`src/rtl/pll_ctrl_pkg.sv`:
```
// Shared types for the PLL configuration sequencer and the pll instance it drives.
package pll_ctrl_pkg;

  localparam int PLL_CFG_W = 4;

  typedef logic [PLL_CFG_W-1:0] pll_cfg_t;

  typedef enum logic [2:0] {
    BOOT   = 3'd0,
    IDLE   = 3'd1,
    GATE   = 3'd2,
    LOCK   = 3'd3,
    UNGATE = 3'd4
  } pll_ctrl_state_e;

  function automatic int max_int(input int a, input int b);
    return (a > b) ? a : b;
  endfunction

endpackage

```
`src/rtl/pll_lock_qual.sv`:
```
// Lock qualifier: pll_lock must be seen high on two consecutive samples.
// Also runs the lock timeout, reloaded whenever a new lock wait starts.
// Only instantiated when PLL_LOCK_DETECT_EN is defined.
module pll_lock_qual #(
  parameter int TIMEOUT_CYC = 1024
) (
  input  logic clk,
  input  logic rst_n,
  input  logic start_i,
  input  logic active_i,
  input  logic pll_lock_i,
  output logic locked_o,
  output logic timeout_o
);

  localparam int                TMO_W    = $clog2(TIMEOUT_CYC + 1);
  localparam logic [TMO_W-1:0]  TMO_LOAD = TMO_W'(TIMEOUT_CYC - 1);

  logic             lock_q;
  logic [TMO_W-1:0] tmo_cnt_q, tmo_cnt_d;

  // Timeout down-counter: reload on start, count down while a wait is active.
  always_comb begin
    tmo_cnt_d = tmo_cnt_q;
    if (start_i) begin
      tmo_cnt_d = TMO_LOAD;
    end else if (active_i && (tmo_cnt_q != '0)) begin
      tmo_cnt_d = tmo_cnt_q - 1'b1;
    end
  end

  // Lock history and timer registers; reset covers the boot wait.
  always_ff @(posedge clk) begin
    if (!rst_n) begin
      lock_q    <= 1'b0;
      tmo_cnt_q <= TMO_LOAD;
    end else begin
      lock_q    <= pll_lock_i;
      tmo_cnt_q <= tmo_cnt_d;
    end
  end

  assign locked_o  = active_i & lock_q & pll_lock_i;
  assign timeout_o = active_i & ~locked_o & (tmo_cnt_q == '0);

endmodule

```
`src/rtl/pll_cfg_ctrl.sv`:
```
// PLL configuration sequencer: gate downstream clock, apply new clk_cfg,
// wait for lock, ungate. Optional lock detect via PLL_LOCK_DETECT_EN;
// without it the lock wait is a fixed LOCK_CYC count and err stays 0.
//
// state  | meaning
// BOOT   | post-reset lock wait on RESET_CFG, clock gated
// IDLE   | accepting requests, clock enabled
// GATE   | clock gated for GATE_CYC cycles before the new code is applied
// LOCK   | new code applied, waiting for lock (or fixed wait after a timeout)
// UNGATE | one-cycle done pulse with the clock re-enabled
module pll_cfg_ctrl
  import pll_ctrl_pkg::*;
#(
  parameter int               CFG_W       = PLL_CFG_W,
  parameter logic [CFG_W-1:0] RESET_CFG   = CFG_W'(4'h1),
  parameter int               GATE_CYC    = 4,
  parameter int               LOCK_CYC    = 64,
  parameter int               TIMEOUT_CYC = 1024
) (
  input  logic             clk,
  input  logic             rst_n,
  input  logic             req_valid,
  output logic             req_ready,
  input  logic [CFG_W-1:0] req_cfg,
  output logic [CFG_W-1:0] pll_cfg,
  input  logic             pll_lock,
  output logic             clk_gate_en,
  output logic             busy,
  output logic             done,
  output logic             err,
  input  logic             err_clr
);

  localparam int               CNT_W     = $clog2(max_int(max_int(LOCK_CYC, TIMEOUT_CYC), GATE_CYC) + 1);
  localparam logic [CNT_W-1:0] GATE_LAST = CNT_W'(GATE_CYC - 1);
  localparam logic [CNT_W-1:0] LOCK_LAST = CNT_W'(LOCK_CYC - 1);

  pll_ctrl_state_e  state_q, state_d;
  logic [CNT_W-1:0] cnt_q, cnt_d;
  logic [CFG_W-1:0] cfg_q, cfg_d, pend_q, pend_d, prev_q, prev_d;
  logic             gate_q, gate_d, done_q, done_d, err_q, err_d, fixed_q, fixed_d;
  logic             lock_ok, tmo, tmo_set, lock_start, lock_active;

  // fixed_q marks the post-timeout LOCK pass, which ignores lock detect.
  assign lock_active = (state_q == BOOT) || ((state_q == LOCK) && !fixed_q);

`ifdef PLL_LOCK_DETECT_EN
  localparam bit DETECT = 1'b1;

  pll_lock_qual #(
    .TIMEOUT_CYC (TIMEOUT_CYC)
  ) u_lock_qual (
    .clk        (clk),
    .rst_n      (rst_n),
    .start_i    (lock_start),
    .active_i   (lock_active),
    .pll_lock_i (pll_lock),
    .locked_o   (lock_ok),
    .timeout_o  (tmo)
  );
`else
  localparam bit DETECT = 1'b0;

  logic unused_nodet;
  assign lock_ok      = 1'b0;
  assign tmo          = 1'b0;
  assign unused_nodet = pll_lock ^ lock_start ^ lock_active;
`endif

  // Next-state and datapath decisions for the sequencer.
  always_comb begin
    state_d    = state_q;
    cnt_d      = cnt_q;
    cfg_d      = cfg_q;
    pend_d     = pend_q;
    prev_d     = prev_q;
    gate_d     = gate_q;
    done_d     = 1'b0;
    fixed_d    = fixed_q;
    tmo_set    = 1'b0;
    lock_start = 1'b0;
    case (state_q)
      BOOT: begin
        if (DETECT) begin
          if (lock_ok) begin
            state_d = UNGATE;
          end else if (tmo) begin
            tmo_set = 1'b1;
            state_d = UNGATE;
          end
        end else if (cnt_q == LOCK_LAST) begin
          state_d = UNGATE;
        end else begin
          cnt_d = cnt_q + 1'b1;
        end
      end
      IDLE: begin
        if (req_valid) begin
          pend_d = req_cfg;
          if (req_cfg == cfg_q) begin
            done_d = 1'b1;
          end else begin
            state_d = GATE;
            gate_d  = 1'b0;
            cnt_d   = '0;
          end
        end
      end
      GATE: begin
        if (cnt_q == GATE_LAST) begin
          prev_d     = cfg_q;
          cfg_d      = pend_q;
          state_d    = LOCK;
          cnt_d      = '0;
          lock_start = 1'b1;
        end else begin
          cnt_d = cnt_q + 1'b1;
        end
      end
      LOCK: begin
        if (DETECT && !fixed_q) begin
          if (lock_ok) begin
            state_d = UNGATE;
          end else if (tmo) begin
            // Fall back to the last known-good code and give it a fixed wait.
            tmo_set = 1'b1;
            cfg_d   = prev_q;
            fixed_d = 1'b1;
            cnt_d   = '0;
          end
        end else if (cnt_q == LOCK_LAST) begin
          state_d = UNGATE;
          fixed_d = 1'b0;
        end else begin
          cnt_d = cnt_q + 1'b1;
        end
      end
      UNGATE: begin
        state_d = IDLE;
      end
      default: begin
        state_d = BOOT;
      end
    endcase
    if ((state_q != UNGATE) && (state_d == UNGATE)) begin
      gate_d = 1'b1;
      done_d = 1'b1;
      cnt_d  = '0;
    end
    if (tmo_set) begin
      err_d = 1'b1;
    end else if (err_clr) begin
      err_d = 1'b0;
    end else begin
      err_d = err_q;
    end
  end

  // State and output registers with synchronous active-low reset.
  always_ff @(posedge clk) begin
    if (!rst_n) begin
      state_q <= BOOT;
      cnt_q   <= '0;
      cfg_q   <= RESET_CFG;
      pend_q  <= RESET_CFG;
      prev_q  <= RESET_CFG;
      gate_q  <= 1'b0;
      done_q  <= 1'b0;
      err_q   <= 1'b0;
      fixed_q <= 1'b0;
    end else begin
      state_q <= state_d;
      cnt_q   <= cnt_d;
      cfg_q   <= cfg_d;
      pend_q  <= pend_d;
      prev_q  <= prev_d;
      gate_q  <= gate_d;
      done_q  <= done_d;
      err_q   <= err_d;
      fixed_q <= fixed_d;
    end
  end

  assign req_ready   = (state_q == IDLE);
  assign busy        = (state_q != IDLE);
  assign pll_cfg     = cfg_q;
  assign clk_gate_en = gate_q;
  assign done        = done_q;
  assign err         = err_q;

endmodule
```
`config.mk`:
```
export PLATFORM = sky130hd
export DESIGN_NAME = pll_cfg_ctrl
export DESIGN_NICKNAME = d
export VERILOG_FILES = /design/src/rtl/pll_ctrl_pkg.sv /design/src/rtl/pll_lock_qual.sv /design/src/rtl/pll_cfg_ctrl.sv
export SDC_FILE = /design/constraint.sdc
export NUM_CORES = 1
export LEC_CHECK = 0
export CORE_MARGIN = 5
export CORE_UTILIZATION = 55
export DETAILED_ROUTE_END_ITERATION = 10
export PLACE_DENSITY = 0.81
export SYNTH_ARGS = -nofsm -noshare
export SYNTH_HDL_FRONTEND = slang
export SYNTH_SLANG_ARGS = --single-unit
```
`constraint.sdc`:
```
create_clock -name clk -period 4.1 [get_ports clk]
set_clock_uncertainty 0.05 [all_clocks]
set_input_delay 0.615 -clock clk [delete_from_list [all_inputs] [get_ports clk]]
set_output_delay 0.615 -clock clk [all_outputs]
set_load 0.02 [all_outputs]
```
# Yosys cells after proc, flatten, opt, wreduce, memory -nomap -nowiden
# Cells that the tools add are included.
dict set report classes {
  add_sub_neg 1
  n_eq_ne 14
  n_mux 18
  bitwise_logic 1
  n_reduce_logical 11
}
# op count
set op_table {}
lappend op_table {{2-to-1 mux 11 bit} 4}
lappend op_table {{one-hot mux 11 bit (3 select lines)} 1}
lappend op_table {{2-to-1 mux 3 bit} 4}
lappend op_table {{one-hot mux 3 bit (4 select lines)} 1}
lappend op_table {{adder 11 x 1 -> 11 bit, second input constant} 1}
lappend op_table {{equality test 11 x 2 -> 1 bit, second input constant} 1}
lappend op_table {{equality test 11 x 6 -> 1 bit, second input constant} 1}
lappend op_table {{2-to-1 mux 1 bit} 8}
lappend op_table {{equality test 3 x 2 -> 1 bit, second input constant} 2}
lappend op_table {{equality test 3 bit, second input constant} 2}
lappend op_table {{!= test 2 bit, second input constant} 3}
lappend op_table {{equality test 4 bit} 1}
lappend op_table {{AND reduction 2 bit} 2}
lappend op_table {{AND reduction 4 bit} 1}
lappend op_table {{nonzero test 2 bit} 2}
lappend op_table {{OR reduction 2 bit} 2}
lappend op_table {{equality test 3 x 1 -> 1 bit, second input constant} 1}
lappend op_table {{zero test 3 bit} 1}
lappend op_table {{!= test 3 x 1 -> 1 bit, second input constant} 1}
lappend op_table {{!= test 3 bit, second input constant} 1}
lappend op_table {{AND reduction 3 bit} 1}
lappend op_table {{nonzero test 3 bit} 1}
lappend op_table {{!= test 2 x 1 -> 1 bit, second input constant} 1}
lappend op_table {{logical AND 1 bit} 1}
lappend op_table {{NOT 1 bit} 1}
dict set report word_totals {
  regBits 24
  input_bits 9
  out_inout_bits 9
  wordCells 51
}

# Logic depth before layout (Yosys ltp)
dict set report depth {
  ltp_word 8
  ltp_mapped 7
  mapped_depth_nobuf 7
}

# Worst setup path after synthesis
# No wires, ideal clock.
dict set report synth_timing {
  kind {in2reg}
  from {input port req_cfg[3]}
  to {register cnt_q[3]}
  setup_time_ps 117
  t_arrival_ps 1821
  required_time_ps 3933
  path_slack_ps 2113
  stages 5
  path_buffers 0
  cell_sequence {xor2_1 -> o41ai_1 -> a2111oi_0 -> xnor2_1 -> nor2_1}
}
dict set report synth_via {
  elab_chain_len 7
  elab_cells_between_ends 9
  cone_classes {3 x eq/ne; 3 x mux; 3 x reduce/logical}
}
# item line
set synth_rtl {}
lappend synth_rtl {{start, declared} pll_cfg_ctrl.sv:24} ;# input logic [CFG_W-1:0] req_cfg,
lappend synth_rtl {{equality test 4 bit *} pll_cfg_ctrl.sv:100} ;# if (req_cfg == cfg_q) begin
lappend synth_rtl {{2-to-1 mux 3 bit} pll_cfg_ctrl.sv:100}
lappend synth_rtl {{2-to-1 mux 3 bit} pll_cfg_ctrl.sv:98} ;# if (req_valid) begin
lappend synth_rtl {{one-hot mux 3 bit (4 select lines)} pll_cfg_ctrl.sv:82} ;# case (state_q)
lappend synth_rtl {{equality test 3 bit} pll_cfg_ctrl.sv:145} ;# if ((state_q != UNGATE) && (state_d == UNGATE)) begin
lappend synth_rtl {{logical AND 1 bit} pll_cfg_ctrl.sv:145}
lappend synth_rtl {{OR reduction 2 bit (no source line)} --}
lappend synth_rtl {{end signal, assigned} pll_cfg_ctrl.sv:173} ;# cnt_q <= cnt_d;
lappend synth_rtl {{end, declared} pll_cfg_ctrl.sv:39} ;# logic [CNT_W-1:0] cnt_q, cnt_d;
# Every way passes the cells marked *; elsewhere a longest branch is shown, timed or not.
# A chain may end at the register's enable or synchronous reset.

# Worst setup path after layout
dict set report layout_timing {
  from {register state_q[0]}
  to {output port req_ready}
}
dict set report layout_via {
  elab_chain_len 1
}
# item line
set layout_rtl {}
lappend layout_rtl {{start, declared} pll_cfg_ctrl.sv:38} ;# pll_ctrl_state_e state_q, state_d;
lappend layout_rtl {{start signal, assigned} pll_cfg_ctrl.sv:172} ;# state_q <= state_d;
lappend layout_rtl {{equality test 3 x 1 -> 1 bit} pll_cfg_ctrl.sv:184} ;# assign req_ready = (state_q == IDLE);
lappend layout_rtl {{end, declared} pll_cfg_ctrl.sv:23} ;# output logic req_ready,
# Every way passes these cells.

==> results.md <==
* Most frequent cell after synthesis: dfxtp_1
* HPWL after DPL at 1920 um
* Top cell type's share of synthesized area at 40.1%
* Max_slew headroom at 45.7%
* Initial core utilization at 59.2%
* Slowest cell delay on critical path at 0.63 ns
* Mapped Cells at 137
* Port Buffers at 14
* Routed via count at 1032
* Most frequent cells after synthesis: dfxtp_1 (24), nand2_1 (21), nor2_1 (19)
* Vias per inst at 5.77
* Sequential area share after synthesis at 40.1%
* Clk buf depth at 2
* Die area at 3210 um^2
* Largest net degree at the start of global routing at 14
* Max VDD drop at 0.287 mV
* Initial antenna violation count at 0
* CP Launch Type: flip-flop
* Clock slew at reported path FFs at 0.12 ns
* Worst hold margin at 0.421 ns
* Remaining Overflow, GRT at 0
* Yosys reg bits at 24
* Routed len/inst at 13.9 um
* DRC viols at 0
* Post-Route WL at 2500 um
* Crit-path max FO at 9
* Clock Sinks at 24
* Worst-Skew Late Latency at 0.31 ns
* IO Pins at 18
* Crit path cell chain: nor2b_1 -> nand2b_1 -> inv_2 -> clkdlybuf4s50_1
* Syn Nets at 147
* Nets at 163
* Router iterations before antenna repair at 4
* Die height at 56.7 um
* Top_reg_cell synth: dfxtp_1
* Yosys warning count at 0
* Synth-to-layout area growth at 16.3%
* Synthesized area at 1200 um^2
* Final Max Tran Viols at 0
* Cell area after layout at 1390 um^2
* Post-synth EDFFs at 0
* Fmax at 392 MHz
* Setup TNS at 0 ns
* Synth area leader: dfxtp_1
* Post-route worst setup slack at 1.55 ns
* Num CTS Buffers at 3
* # Post-CTS Setup Buffers at 0
* Worst Path Arrival at 1.88 ns
* GRT Resource Usage Total at 16.1%
* Setup CP Type: reg -> out
* Cell area power density at 277 nW/um^2
* Resized Gates After CTS at 0
* Crit path capture type: primary output
* H-tree depth at 1
* CP max stage cell: clkdlybuf4s50_1
* Min-delay worst type: reg -> reg
* Setup WS pre-CTS at 1.36 ns
* Row count at 16
* Post-layout min period at 2.55 ns
* Hold-fix buffers, CTS at 0
* Vias in the first global route at 935
* Layout cells sized above 1 at 8.55%
* Core area at 2020 um^2
* Synth Area per Inst at 8.74 um^2
* CTS tree: yes
* Synth unique cells at 37
* Routability cong. at 0.806
* Leakage at 0.538 nW
* Global-route wire length before repair at 4150 um
* Synth async-reset ratio at 0%
* Post-route ant nets at 0
* Max-cap violations at 0
* Root Driver: clkbuf_4
* Worst-margin pin slew at 0.804 ns
* Dominant cells by area after synthesis: dfxtp_1 (40%), nand2_1 (6.6%), nor2_1 (6.0%)
* DR iter-0 viols at 37
* Fin crit share at 62.1%
* Placed Area at 1360 um^2
* Critical path required time at 3.43 ns
* RSZ-0062 raised after global routing: no
* Final Hold Vio Count at 0
* Die W at 56.7 um
* Outcome: finished clean
* ANT cells at 0
* Tot Pwr at 386 uW
* Setup violations, final at 0
## cell usage in the layout (no fill, tap or decap), drive strengths merged, types with 3 or more instances in the layout
cell type      instances
o2111ai                4
nor4                   3
a21oi                  9
clkdlybuf4s50         14
dfxtp                 24
mux2i                  5
nand2                 22
clkbuf                 4
inv                    3
xor2                   8
nor2                  20
or4                    3
nand3                  3
xnor2                  4
nor3                   3
nand2b                 4
## worst paths after layout
kind / startpoint / endpoint / slack [ns] / cells past startpoint
worst max register to register: cnt_q[6]$_SDFFE_PP0P_ / cnt_q[10]$_SDFFE_PP0P_ / 2.05 / 5
worst max-delay path: state_q[0]$_SDFF_PN0_ / req_ready / 1.55 / 4
worst min-delay path: clk_gate_en$_SDFFE_PN0P_ / clk_gate_en$_SDFFE_PN0P_ / 0.42 / 2
worst min register to register: clk_gate_en$_SDFFE_PN0P_ / clk_gate_en$_SDFFE_PN0P_ / 0.42 / 2
## sequential cells by signal (all words and copies together) (netlist names)
signal       cells
pll_cfg          4
cnt_q           11
clk_gate_en      1
done             1
state_q          3
pend_q           4
## critical path, delay by kind of cell (launching register included)
kind	cells	cell delay (ns)
DFF	1	0.43
buffers and inverters	2	0.80
and+or+nand+nor	2	0.35
## routing by layer
metal  track usage, %  part of all wire [%]
met1             20.7                    45
met2             27.6                    50
met3             4.13                   5.2
met4             2.03                  0.52
met5                0                     0
## logic make-up (layout without fill, tap and decap cells)
kind of cell / after synthesis / after routing / synth area share, %
other cells: 1 / 1 / 0.313
buf+inv: 6 / 21 / 2.19
compound gates: 23 / 23 / 13.5
mux: 5 / 5 / 4.18
fa+ha+maj: 1 / 1 / 1.04
xor+xnor: 12 / 12 / 8.78
flops: 24 / 24 / 40.1
simple gates: 65 / 65 / 29.9
## through the flow
step | util [%] | cells
finish | 68.9 | 179
global route | 68.9 | 179
CTS | 68.9 | 179
detailed placement | 67.1 | 175
global placement | 67.1 | 175
floorplan | - | 137
## area by class of cell
cell class,instances,area [um^2]
sequential,24,480
clock buffer,4,36.3
inverter,3,11.3
multi-input combinational,107,691
timing repair buffer,14,140
fill,176,629
tap,27,33.8
## report_power, final
group | switching, mW | total (mW) | internal [mW] | leakage, nW
logic | 0.0158 | 0.0286 | 0.0127 | 0.323
registers | 0.00250 | 0.238 | 0.236 | 0.194
clock network | 0.0649 | 0.119 | 0.0542 | 0.0210
Power figures use the tool's default switching activity.
